[src/rtl/ubx_pkg.sv]
// Shared UBX constants, sequencer state encoding and the Fletcher-8 step.
package ubx_pkg;

  localparam logic [7:0] UBX_SYNC1     = 8'hB5;
  localparam logic [7:0] UBX_SYNC2     = 8'h62;
  localparam logic [7:0] UBX_CLASS_CFG = 8'h06;
  localparam logic [7:0] UBX_CLASS_ACK = 8'h05;

  typedef enum logic [3:0] {
    IDLE, SYNC1, SYNC2, CLASS, ID, LEN_L, LEN_H, PAYLOAD,
    CKA, CKB, WAIT_ACK, GAP, FINISH
  } state_t;

  typedef struct packed {
    logic [7:0] ck_b;
    logic [7:0] ck_a;
  } fletcher_t;

  // One Fletcher-8 step: CK_A accumulates bytes, CK_B accumulates the new CK_A.
  function automatic fletcher_t fletcher_update(input fletcher_t ck, input logic [7:0] data);
    fletcher_t r;
    r.ck_a = ck.ck_a + data;
    r.ck_b = ck.ck_b + r.ck_a;
    return r;
  endfunction

endpackage

[src/rtl/ubx_cfg_table.sv]
// Boot-time configuration message table: class, id, length and payload bytes.
module ubx_cfg_table
  import ubx_pkg::*;
#(
  parameter int IDX_W  = 2,
  parameter int BYTE_W = 7
) (
  input  logic [IDX_W-1:0]  msg_idx,
  input  logic [BYTE_W-1:0] byte_idx,
  output logic [7:0]        msg_class,
  output logic [7:0]        msg_id,
  output logic [15:0]       msg_len,
  output logic [7:0]        payload_byte
);

  // Pure lookup; payload bytes beyond the listed ones read as zero.
  always_comb begin
    msg_class    = UBX_CLASS_CFG;
    msg_id       = 8'h00;
    msg_len      = 16'd0;
    payload_byte = 8'h00;
    case (32'(msg_idx))
      0: begin
        msg_id  = 8'h24;
        msg_len = 16'd36;
        case (32'(byte_idx))
          0:       payload_byte = 8'h01;
          2:       payload_byte = 8'h07;
          default: payload_byte = 8'h00;
        endcase
      end
      1: begin
        msg_id  = 8'h01;
        msg_len = 16'd3;
        case (32'(byte_idx))
          0:       payload_byte = 8'h01;
          1:       payload_byte = 8'h02;
          2:       payload_byte = 8'h01;
          default: payload_byte = 8'h00;
        endcase
      end
      2: begin
        msg_id  = 8'h01;
        msg_len = 16'd3;
        case (32'(byte_idx))
          0:       payload_byte = 8'h01;
          1:       payload_byte = 8'h12;
          2:       payload_byte = 8'h01;
          default: payload_byte = 8'h00;
        endcase
      end
      default: begin
        msg_len = 16'd0;
      end
    endcase
  end

endmodule

[src/rtl/ubx_cfg_sequencer.sv]
// Streams the UBX configuration table to the UART TX, framing each message
// with sync bytes and an on-the-fly Fletcher-8 checksum, with optional ACK
// wait, timeout and retry.
module ubx_cfg_sequencer
  import ubx_pkg::*;
#(
  parameter int NUM_MSG     = 3,
  parameter int MAX_PAYLOAD = 64,
  parameter int ACK_EN      = 1,
  parameter int ACK_TIMEOUT = 1000000,
  parameter int MAX_RETRY   = 2,
  parameter int GAP_CYCLES  = 16,
  localparam int IDX_W      = (NUM_MSG > 1) ? $clog2(NUM_MSG) : 1
) (
  input  logic             clk,
  input  logic             rst_n,
  input  logic             start,
  output logic             busy,
  output logic             done,
  output logic             error,
  output logic [IDX_W-1:0] cur_msg,
  output logic [7:0]       tx_data,
  output logic             tx_valid,
  input  logic             tx_ready,
  input  logic             ack_valid,
  input  logic             ack_nak
);

  localparam int BYTE_W = $clog2(MAX_PAYLOAD + 1);
  localparam int TMR_W  = $clog2(ACK_TIMEOUT + 1);
  localparam int GAP_W  = $clog2(GAP_CYCLES + 1);
  localparam int RTY_W  = $clog2(MAX_RETRY + 2);
  localparam logic [IDX_W-1:0] LAST_MSG = IDX_W'(NUM_MSG - 1);

  state_t            state;
  fletcher_t         ck;
  fletcher_t         ck_next;
  logic [BYTE_W-1:0] byte_cnt;
  logic [TMR_W-1:0]  timer;
  logic [GAP_W-1:0]  gap_cnt;
  logic [RTY_W-1:0]  retry_cnt;
  logic              last_done;
  logic              accept;
  logic [7:0]        msg_class;
  logic [7:0]        msg_id;
  logic [15:0]       msg_len;
  logic [7:0]        payload_byte;

  ubx_cfg_table #(
    .IDX_W  (IDX_W),
    .BYTE_W (BYTE_W)
  ) u_table (
    .msg_idx      (cur_msg),
    .byte_idx     (byte_cnt),
    .msg_class    (msg_class),
    .msg_id       (msg_id),
    .msg_len      (msg_len),
    .payload_byte (payload_byte)
  );

  assign accept  = tx_valid && tx_ready;
  assign ck_next = fletcher_update(ck, tx_data);

  // Sequencer FSM; every output is registered, next byte is loaded on acceptance.
  always_ff @(posedge clk or negedge rst_n) begin
    if (!rst_n) begin
      state     <= IDLE;
      busy      <= 1'b0;
      done      <= 1'b0;
      error     <= 1'b0;
      cur_msg   <= '0;
      tx_data   <= 8'h00;
      tx_valid  <= 1'b0;
      ck        <= '0;
      byte_cnt  <= '0;
      timer     <= '0;
      gap_cnt   <= '0;
      retry_cnt <= '0;
      last_done <= 1'b0;
    end else begin
      done <= 1'b0;
      unique case (state)
        IDLE: begin
          if (start) begin
            state     <= SYNC1;
            busy      <= 1'b1;
            error     <= 1'b0;
            cur_msg   <= '0;
            retry_cnt <= '0;
            last_done <= 1'b0;
            byte_cnt  <= '0;
            ck        <= '0;
            tx_valid  <= 1'b1;
            tx_data   <= UBX_SYNC1;
          end
        end
        SYNC1: if (accept) begin
          state   <= SYNC2;
          tx_data <= UBX_SYNC2;
        end
        SYNC2: if (accept) begin
          state   <= CLASS;
          tx_data <= msg_class;
        end
        CLASS: if (accept) begin
          ck      <= ck_next;
          state   <= ID;
          tx_data <= msg_id;
        end
        ID: if (accept) begin
          ck      <= ck_next;
          state   <= LEN_L;
          tx_data <= msg_len[7:0];
        end
        LEN_L: if (accept) begin
          ck      <= ck_next;
          state   <= LEN_H;
          tx_data <= msg_len[15:8];
        end
        LEN_H: if (accept) begin
          ck <= ck_next;
          if (msg_len == 16'd0) begin
            state   <= CKA;
            tx_data <= ck_next.ck_a;
          end else begin
            state    <= PAYLOAD;
            tx_data  <= payload_byte;
            byte_cnt <= byte_cnt + 1'b1;
          end
        end
        PAYLOAD: if (accept) begin
          ck <= ck_next;
          // byte_cnt already points one past the byte being accepted
          if (16'(byte_cnt) == msg_len) begin
            state   <= CKA;
            tx_data <= ck_next.ck_a;
          end else begin
            tx_data  <= payload_byte;
            byte_cnt <= byte_cnt + 1'b1;
          end
        end
        CKA: if (accept) begin
          state   <= CKB;
          tx_data <= ck.ck_b;
        end
        CKB: if (accept) begin
          tx_valid <= 1'b0;
          timer    <= '0;
          gap_cnt  <= '0;
          state    <= (ACK_EN != 0) ? WAIT_ACK : GAP;
        end
        WAIT_ACK: begin
          // ack_valid wins over a timeout landing in the same cycle
          if (ack_valid && !ack_nak) begin
            state     <= GAP;
            gap_cnt   <= '0;
            retry_cnt <= '0;
            if (cur_msg == LAST_MSG) last_done <= 1'b1;
            else                     cur_msg   <= cur_msg + 1'b1;
          end else if (ack_valid || timer == TMR_W'(ACK_TIMEOUT - 1)) begin
            if (retry_cnt >= RTY_W'(MAX_RETRY)) begin
              error <= 1'b1;
              busy  <= 1'b0;
              done  <= 1'b1;
              state <= FINISH;
            end else begin
              retry_cnt <= retry_cnt + 1'b1;
              gap_cnt   <= '0;
              state     <= GAP;
            end
          end else begin
            timer <= timer + 1'b1;
          end
        end
        GAP: begin
          if (gap_cnt == GAP_W'(GAP_CYCLES - 1)) begin
            if ((ACK_EN == 0) ? (cur_msg == LAST_MSG) : last_done) begin
              busy  <= 1'b0;
              done  <= 1'b1;
              state <= FINISH;
            end else begin
              if (ACK_EN == 0) begin
                cur_msg   <= cur_msg + 1'b1;
                retry_cnt <= '0;
              end
              state    <= SYNC1;
              tx_valid <= 1'b1;
              tx_data  <= UBX_SYNC1;
              ck       <= '0;
              byte_cnt <= '0;
            end
          end else begin
            gap_cnt <= gap_cnt + 1'b1;
          end
        end
        FINISH: state <= IDLE;
        default: state <= IDLE;
      endcase
    end
  end

endmodule

[config.mk]
export PLATFORM = sky130hd
export DESIGN_NAME = ubx_cfg_sequencer
export DESIGN_NICKNAME = d
export VERILOG_FILES = /design/src/rtl/ubx_pkg.sv /design/src/rtl/ubx_cfg_table.sv /design/src/rtl/ubx_cfg_sequencer.sv
export SDC_FILE = /design/constraint.sdc
export NUM_CORES = 1
export LEC_CHECK = 0
export BUFFER_PORTS_ARGS = -buffer_cell sky130_fd_sc_hd__buf_4
export CAP_MARGIN = 20
export CORE_MARGIN = 4
export CORE_UTILIZATION = 29
export DETAILED_ROUTE_END_ITERATION = 7
export HOLD_SLACK_MARGIN = 0.1
export SLEW_MARGIN = 10
export SYNTH_ARGS = -nofsm -noshare
export SYNTH_HDL_FRONTEND = slang
export SYNTH_SLANG_ARGS = --single-unit
[constraint.sdc]
create_clock -name clk -period 4.7 [get_ports clk]
set_input_delay 1.41 -clock clk [delete_from_list [all_inputs] [get_ports clk]]
set_output_delay 1.41 -clock clk [all_outputs]
set_load 0.05 [all_outputs]
==> flow_summary.rst, run 1 <==
.. list-table::
   :header-rows: 1

   * - Metric
     - Value
   * - Share of the clock period used by the worst path
     - roughly two thirds
   * - Hold Path Class
     - register to register
   * - Crit path capture type
     - register
   * - Post-Syn Area
     - between 4000 and 5000 µm²
   * - Total number of cells along the worst setup path
     - 14
   * - Placement row count
     - 44
   * - Cell depth of the worst hold path
     - 1
   * - Time the worst path needs with I/O delays and setup
     - ~3.1 ns
   * - Setup TNS
     - 0 ns
   * - Total number of H-tree levels
     - 3
   * - Register-to-Register Setup Slack
     - roughly 1.6 ns
   * - Maximum number of buffers from clock root to sink
     - 2
   * - Leading cell types in the layout, fill and taps excluded
     - sky130_fd_sc_hd__dfrtp_1, sky130_fd_sc_hd__nor2_1, sky130_fd_sc_hd__nand2_1
   * - Number of DRC markers in iteration 0
     - 265
   * - Area of the core
     - 14480 µm²
   * - DRC violations left
     - 0
   * - Area of the multi-input gates
     - around 2400 µm²
   * - Worst path max stage delay
     - between 0.4 and 0.5 ns
   * - RSZ-0062 raised after global routing
     - false
   * - Synth-to-layout area growth
     - 15.04%
   * - Overall routing resource usage
     - between 10% and 20%
   * - Total number of clock tree sinks
     - between 60 and 70
   * - Global-route wire length before repair
     - around 18 mm
   * - Initial antenna violation count
     - 0
   * - Primary flip-flop cell chosen by synthesis mapping
     - sky130_fd_sc_hd__dfrtp_1
   * - Pre-CTS setup slack
     - 1.572 ns
   * - Count of non-filler cells in the finished layout
     - between 600 and 700
   * - Class of the most critical setup path
     - register to register
   * - Clock slew at reported path FFs
     - approximately 0.060 ns
   * - Average instance area after synthesis
     - roughly 8.8 µm²
   * - CTS resizes
     - 0
   * - Vias
     - roughly 3700
   * - Type of element launching the critical path
     - register
   * - Startpoint of the tightest hold check path
     - retry_cnt[0]
   * - Transition time at the pin with the least slew margin
     - ~0.94 ns
   * - Clock tree from TritonCTS
     - built
   * - F_max
     - around 0.32 GHz
   * - Placed cells
     - about 680
   * - Power per standard cell area
     - around 700 nW/µm²
   * - Chip Width
     - 129.4 µm
   * - Synthesized instance count
     - 487
   * - Yosys warns
     - 0
   * - Layout cells sized above 1
     - roughly 8.8%
   * - Post-DR wirelength/cell
     - 14.90 µm
   * - Post-Route Utilization
     - about a third
   * - Via count of the first global-routing pass
     - 3449
   * - Ordered cell list for the critical path
     - ha_1 > inv_1 > fa_1 > nor2b_1 > o21ai_0 > a21oi_1 > mux2i_1 > o2111ai_1 > ha_1 > or3_1 > o211ai_1 > xor2_1 > a21oi_1 > o22ai_1
   * - Detailed-routing iteration count for the pre-antenna-repair pass
     - 5
   * - GRT overflow
     - 0
   * - Worst Hold Endpoint
     - retry_cnt[0]
   * - Most common cell after layout, fill and taps aside
     - sky130_fd_sc_hd__dfrtp_1
   * - Sequential cell area
     - between 1500 and 2000 µm²
   * - Final HPWL DP
     - roughly 7.3 mm
   * - Total die area
     - around 17000 µm²
   * - WP data arrival
     - 3.38 ns
   * - Critical path buffers and inverters
     - 1
   * - Synth area leaders
     - sky130_fd_sc_hd__dfrtp_1, sky130_fd_sc_hd__ha_1, sky130_fd_sc_hd__o21ai_0, sky130_fd_sc_hd__nor2_1, sky130_fd_sc_hd__nand2_1
   * - Outcome
     - completed
   * - Count of input and output buffers
     - 19
   * - Total of max-cap violations
     - 0
   * - Family with the most delay on the worst path
     - adder cells
   * - Root buffer cell
     - sky130_fd_sc_hd__clkbuf_16
   * - Fraction of synthesized cell area taken by the top area cell type
     - just over 40%
   * - Slowest CP cell
     - sky130_fd_sc_hd__fa_1
   * - ANT cells
     - 0
   * - Clock latency at the later pin of the worst-skew pair
     - roughly 0.33 ns
   * - Post-Route Skew
     - ~0.0085 ns
   * - Post-DRT Antenna Nets
     - 0
   * - Total Routed Length
     - just over 10 mm
   * - Maximum vdd ir drop
     - ~190 µV
   * - Die Y
     - 129.4 µm
   * - Most area-hungry cell type in the Yosys netlist
     - sky130_fd_sc_hd__dfrtp_1
   * - Reg-to-reg critical path endpoint
     - ck[15]
   * - Worst Setup Slack, final
     - 1.562 ns
   * - Total leakage power
     - about 2.2 nW
   * - Number of enable-type register cells in the synthesized netlist
     - 0
   * - Initial cell density of the core
     - between 20% and 30%
   * - Proportion of synthesized flip-flops having asynchronous set or reset
     - 100.0%
   * - Tot Pwr
     - 3.370 mW
   * - Critical Path Fanout Max
     - 3
   * - Relative slew slack
     - a little over a third
   * - Final number of setup-violating endpoints
     - 0
   * - Final weighted congestion of routability-driven global placement
     - 0.9012
   * - Pin count of the biggest net entering global routing
     - 70
   * - Fillcell total
     - ~1500
   * - TritonCTS Buffers
     - 9
   * - Data required time of the critical path
     - 4.95 ns
   * - Final slew viol count
     - 0
   * - Detailed-route vias per instance
     - about 5.3
   * - Number of cells on the worst reg-to-reg path
     - 14
   * - Final-stage net count
     - between 500 and 600
   * - Setup Buffers After CTS
     - 0
   * - Number of top-level design ports
     - 20
   * - Number of hold violations in the final report
     - 0
   * - Number of buffers added to fix hold violations after cts
     - 0
   * - Net count after synthesis
     - 521
   * - Unique cell type count in the Yosys netlist
     - 58
   * - Worst r2r src
     - tx_data[0]
   * - Proportion of synthesized chip area in sequential cells
     - roughly two fifths
   * - #FFs+latches synth
     - between 60 and 70
per-stage QoR:
| step | cell area [µm²] | hold slack, ns |
|---|---|---|
| 4_1_cts | 4918 | 0.4806 |
| 6_report | 4918 | 0.4754 |
| 5_1_grt | 4918 | 0.5010 |
| 3_5_place_dp | 4624 | 0.4703 |
| 2_1_floorplan | 4275 | 0.4429 |
| 3_3_place_gp | 4624 | 0.4589 |
final cells by class:
type	instances	share of cell area [%]
clock inverters	4	0.9667
clock buffers	12	5.011
repair buffers	23	3.511
well taps	184	4.681
multi-input cells	377	48.74
inverters	26	1.984
flip-flops and latches	69	35.11
how the worst max path moves through the flow:
stage,from,end,slack [ns]
finish,tx_data[0],ck[15],1.56
CTS,tx_data[0],ck[15],1.54
global placement,tx_ready,timer[18],1.65
global route,tx_data[0],ck[15],1.22
floorplan,tx_data[0],ck[15],1.55
detailed placement,tx_data[0],ck[15],1.57
sequential cells by signal, indices dropped and copies added, names as in the netlist:
name,cells
tx_valid,1
ck,16
last_done,1
tx_data,8
error,1
timer,20
state,4
retry_cnt,2
byte_cnt,7
cur_msg,2
busy,1
done,1
gap_cnt,5
Yosys cell counts (9+ instances only):
cell and number:
sky130_fd_sc_hd__and3_1 14, sky130_fd_sc_hd__dfrtp_1 69, sky130_fd_sc_hd__inv_1 26, sky130_fd_sc_hd__o21ai_0 45, sky130_fd_sc_hd__nor2_1 56, sky130_fd_sc_hd__nand2b_1 9, sky130_fd_sc_hd__xor2_1 17, sky130_fd_sc_hd__clkbuf_1 12
sky130_fd_sc_hd__nand3_1 10, sky130_fd_sc_hd__ha_1 26, sky130_fd_sc_hd__a21oi_1 29, sky130_fd_sc_hd__a22o_1 11, sky130_fd_sc_hd__or3_1 10, sky130_fd_sc_hd__nand2_1 51
kinds of logic (layout without fill, tap and decap cells):
kind of cell | Yosys count | count (layout) | synth area share (%)
AND/OR/NAND/NOR | 189 | 189 | 22.18
buffers and inverters | 41 | 65 | 3.658
AO/OA/AOI/OAI | 133 | 133 | 19.58
XOR/XNOR | 24 | 24 | 4.917
flip-flops | 69 | 69 | 40.39
adder cells (fa/ha/maj) | 28 | 28 | 8.545
multiplexers | 3 | 3 | 0.7316
routing by layer:
layer | GRT usage, % | vias up | wire [µm]
met5 | 0 | - | 0
met4 | 3.301 | 0 | 123
met2 | 19.73 | 98 | 4712
met1 | 18.59 | 1763 | 5079
li1 | - | 1782 | -
met3 | 3.092 | 14 | 441
power breakdown:
part | leakage (nW) | switching, mW | internal (mW)
Sequential | 0.910 | 0.208 | 0.751
Combinational | 1.13 | 1.05 | 0.682
Clock | 0.143 | 0.255 | 0.424
Total | 2.18 | 1.51 | 1.86
No activity file was read; power rests on OpenSTA's default activity.
==> run 2: changes to the inputs <==
==> constraint.sdc (replaced) <==
create_clock -name clk -period 2.64 [get_ports clk]
set_input_delay 0.792 -clock clk [delete_from_list [all_inputs] [get_ports clk]]
set_output_delay 0.792 -clock clk [all_outputs]
set_load 0.05 [all_outputs]
==> run 2 against run 1 <==
  * The flow now finishes with violations (setup timing)
  * Flip-flop and latch count is the same
  * Non-clock buffer count grew 33
  * Setup slack lost 1.7 ns
  * Critical endpoint unchanged
==> flow_summary.rst, run 2 (synthesis gave the netlist of run 1 again) <==
.. list-table::
   :header-rows: 1

   * - Metric
     - Value
   * - TritonCTS Buffers
     - 9 (unchanged)
   * - Placed standard-cell area
     - 4912 µm² (+6.2%)
   * - Pin count of the biggest net entering global routing
     - 58 (-17%)
   * - Final slew viol count
     - 0 (unchanged)
   * - Post-DR wirelength/cell
     - 14.31 µm (-4.0%)
   * - Largest regs
     - timer: 20 flops, ck: 16 flops, tx_data: 8 flops
   * - Worst path max stage delay
     - 0.39 ns (-0.03 ns)
   * - Post-Route Skew
     - 0.007552 ns (-0.0009415 ns)
   * - Clock latency at the later pin of the worst-skew pair
     - 0.33 ns (about the same)
   * - Leading cell types in the layout, fill and taps excluded
     - sky130_fd_sc_hd__dfrtp_1, sky130_fd_sc_hd__nor2_1, sky130_fd_sc_hd__buf_4
   * - Ordered cell list for the critical path
     - ha_4 > inv_2 > fa_2 > nor2b_2 > o21ai_2 > a21oi_2 > mux2i_1 > o2111ai_2 > ha_2 > or3_1 > o211ai_1 > xor2_1 > a21oi_1 > o22ai_1
   * - Setup crit start
     - ck[0]
   * - Data required time of the critical path
     - 2.89 ns (-2.06 ns)
   * - Register-to-Register Setup Slack
     - -0.18 ns (-1.74 ns)
   * - Number of flip-flops under the largest register name
     - 20 (unchanged)
   * - Design Area, Final
     - 5239 µm² (+6.5%)
   * - Number of DRC markers in iteration 0
     - 215 (-19%)
   * - Outcome
     - finished with violations
   * - Final number of setup-violating endpoints
     - 1 (+1)
   * - Power per standard cell area
     - 1262 nW/µm² (+84%)
   * - Initial cell density of the core
     - 29.53% (unchanged)
   * - Critical path buffers and inverters
     - 1 (unchanged)
   * - DRC violations left
     - 0 (unchanged)
   * - Final weighted congestion of routability-driven global placement
     - 0.8437 (-6.4%)
   * - Register with the most flip-flops
     - timer
   * - Slowest CP cell
     - sky130_fd_sc_hd__dfrtp_1
   * - Initial antenna violation count
     - 0 (unchanged)
   * - Chip Width
     - 129.4 µm (unchanged)
   * - Startpoint of the tightest hold check path
     - gap_cnt[3]
   * - Area of the core
     - 14480 µm² (unchanged)
   * - Worst Setup Slack, final
     - -0.1822 ns (-1.744 ns)
   * - Transition time at the pin with the least slew margin
     - 0.7310 ns (-0.2103 ns)
   * - Layout cells sized above 1
     - 17.28% (+8.5 points)
   * - Die Y
     - 129.4 µm (unchanged)
   * - Maximum vdd ir drop
     - 551.2 µV (+190%)
   * - Detailed-route vias per instance
     - 5.180 (-1.6%)
   * - Vias
     - 3771 (+3.1%)
   * - Worst hold slack
     - 0.4742 ns (-0.001183 ns)
   * - Violations in the final reports
     - setup timing
   * - Worst r2r src
     - ck[0]
   * - ANT cells
     - 0 (unchanged)
   * - Total of max-cap violations
     - 0 (unchanged)
   * - Detailed-routing iteration count for the pre-antenna-repair pass
     - 4 (-1)
   * - Time the worst path needs with I/O delays and setup
     - 2.822 ns (-0.3155 ns)
   * - Synth-to-layout area growth
     - 22.53%
   * - Total leakage power
     - 2.351 nW (+7.6%)
   * - F_max
     - 0.3543 GHz (+11%)
   * - Global-route wire length before repair
     - 17.84 mm (+1.6%)
   * - Total number of clock tree sinks
     - 69 (unchanged)
   * - Crit path capture type
     - register
   * - Total number of H-tree levels
     - 3 (unchanged)
   * - Number of hold violations in the final report
     - 0 (unchanged)
   * - Via count of the first global-routing pass
     - 3686 (+6.9%)
   * - Overall routing resource usage
     - 13.11% (+0.15 points)
   * - Final-stage net count
     - 573 (+6.1%)
   * - Post-DRT Antenna Nets
     - 0 (unchanged)
   * - GRT overflow
     - 0 (unchanged)
   * - Hold Path Class
     - register to register
   * - Critical Path Fanout Max
     - 3 (unchanged)
   * - Relative slew slack
     - 51.26% (+15 points)
   * - Final HPWL DP
     - 7.661 mm (+4.8%)
   * - Clock slew at reported path FFs
     - 0.06 ns (about the same)
   * - Clock tree from TritonCTS
     - built
   * - Most common cell after layout, fill and taps aside
     - sky130_fd_sc_hd__dfrtp_1
   * - Total die area
     - 16750 µm² (unchanged)
   * - Placement row count
     - 44 (unchanged)
   * - Share of the clock period used by the worst path
     - 106.9% (+40 points)
   * - Type of element launching the critical path
     - register
   * - Number of top-level design ports
     - 20 (unchanged)
   * - Count of input and output buffers
     - 19 (unchanged)
   * - Root buffer cell
     - sky130_fd_sc_hd__clkbuf_16
   * - RSZ-0062 raised after global routing
     - true
   * - Maximum number of buffers from clock root to sink
     - 2 (unchanged)
   * - WP data arrival
     - 3.07 ns (-0.31 ns)
   * - Total Routed Length
     - 10.42 mm (+0.60%)
   * - Family with the most delay on the worst path
     - adder cells
   * - Class of the most critical setup path
     - register to register
[run 2: cell count changes in the layout (fill, tap and decap cells not counted), sizes merged]
cell / delta
clkinv: +1
clkbuf: -1
buf: +33
[run 2: layer usage]
metal  global-route usage [%]  vias to the layer above  routed length, µm
li1                         -                     1853                  -
met1                    17.90                     1818               5092
met2                    20.76                       83               4707
met3                    3.174                       17                453
met4                    3.790                        0                165
met5                        0                        -                  0
[run 2: worst paths after layout]
path | end | cells past startpoint
worst max-delay path | ck[15] | 14
worst min-delay path | gap_cnt[3] | 1
worst max register to register | ck[15] | 14
worst min register to register | gap_cnt[3] | 1
max in group asynchronous | timer[17] | 2
min in group asynchronous | ck[2] | 1
[run 2: repair_timing]
item | in CTS | in global routing
hold endpoints to repair | 0 | 0
resized for setup | 1 | 5
buffers inserted | 0 | 1
endpoints found under the setup margin | 1 | 12
cloned | 0 | 0
pin swaps | 0 | 4
hold buffers | 0 | 0
[run 2: power breakdown]
group	leakage [nW]	switching (mW)	total, mW	internal, mW
sequential	0.904	0.231	1.57	1.34
clock	0.146	0.457	1.22	0.759
combinational	1.30	2.16	3.82	1.66
total	2.35	2.84	6.61	3.77
[run 2: area by class of cell]
class	count	area, µm²
fillers	1490	9240
multi-input cells	377	2444
flip-flops and latches	69	1732
repair buffers	56	432.9
clock buffers	11	242.7
well taps	184	230.2
inverters	26	97.59
clock inverters	5	60.06
[run 2: stage by stage]
| step | total power [mW] | TNS [ns] | cells | setup slack [ns] | util [%] |
|---|---|---|---|---|---|
| 6_report | 6.610 | -0.1822 | 728 | -0.1822 | 36.18 |
| 5_1_grt | 7.188 | -0.6018 | 728 | -0.3865 | 36.18 |
| 2_1_floorplan | 4.039 | -0.1939 | 487 | -0.1939 | - |
| 4_1_cts | 6.571 | -0.1579 | 727 | -0.1579 | 36.02 |
| 3_3_place_gp | 5.248 | -0.08700 | 711 | -0.08700 | 33.93 |
| 3_5_place_dp | 5.306 | -0.1475 | 711 | -0.1475 | 33.93 |
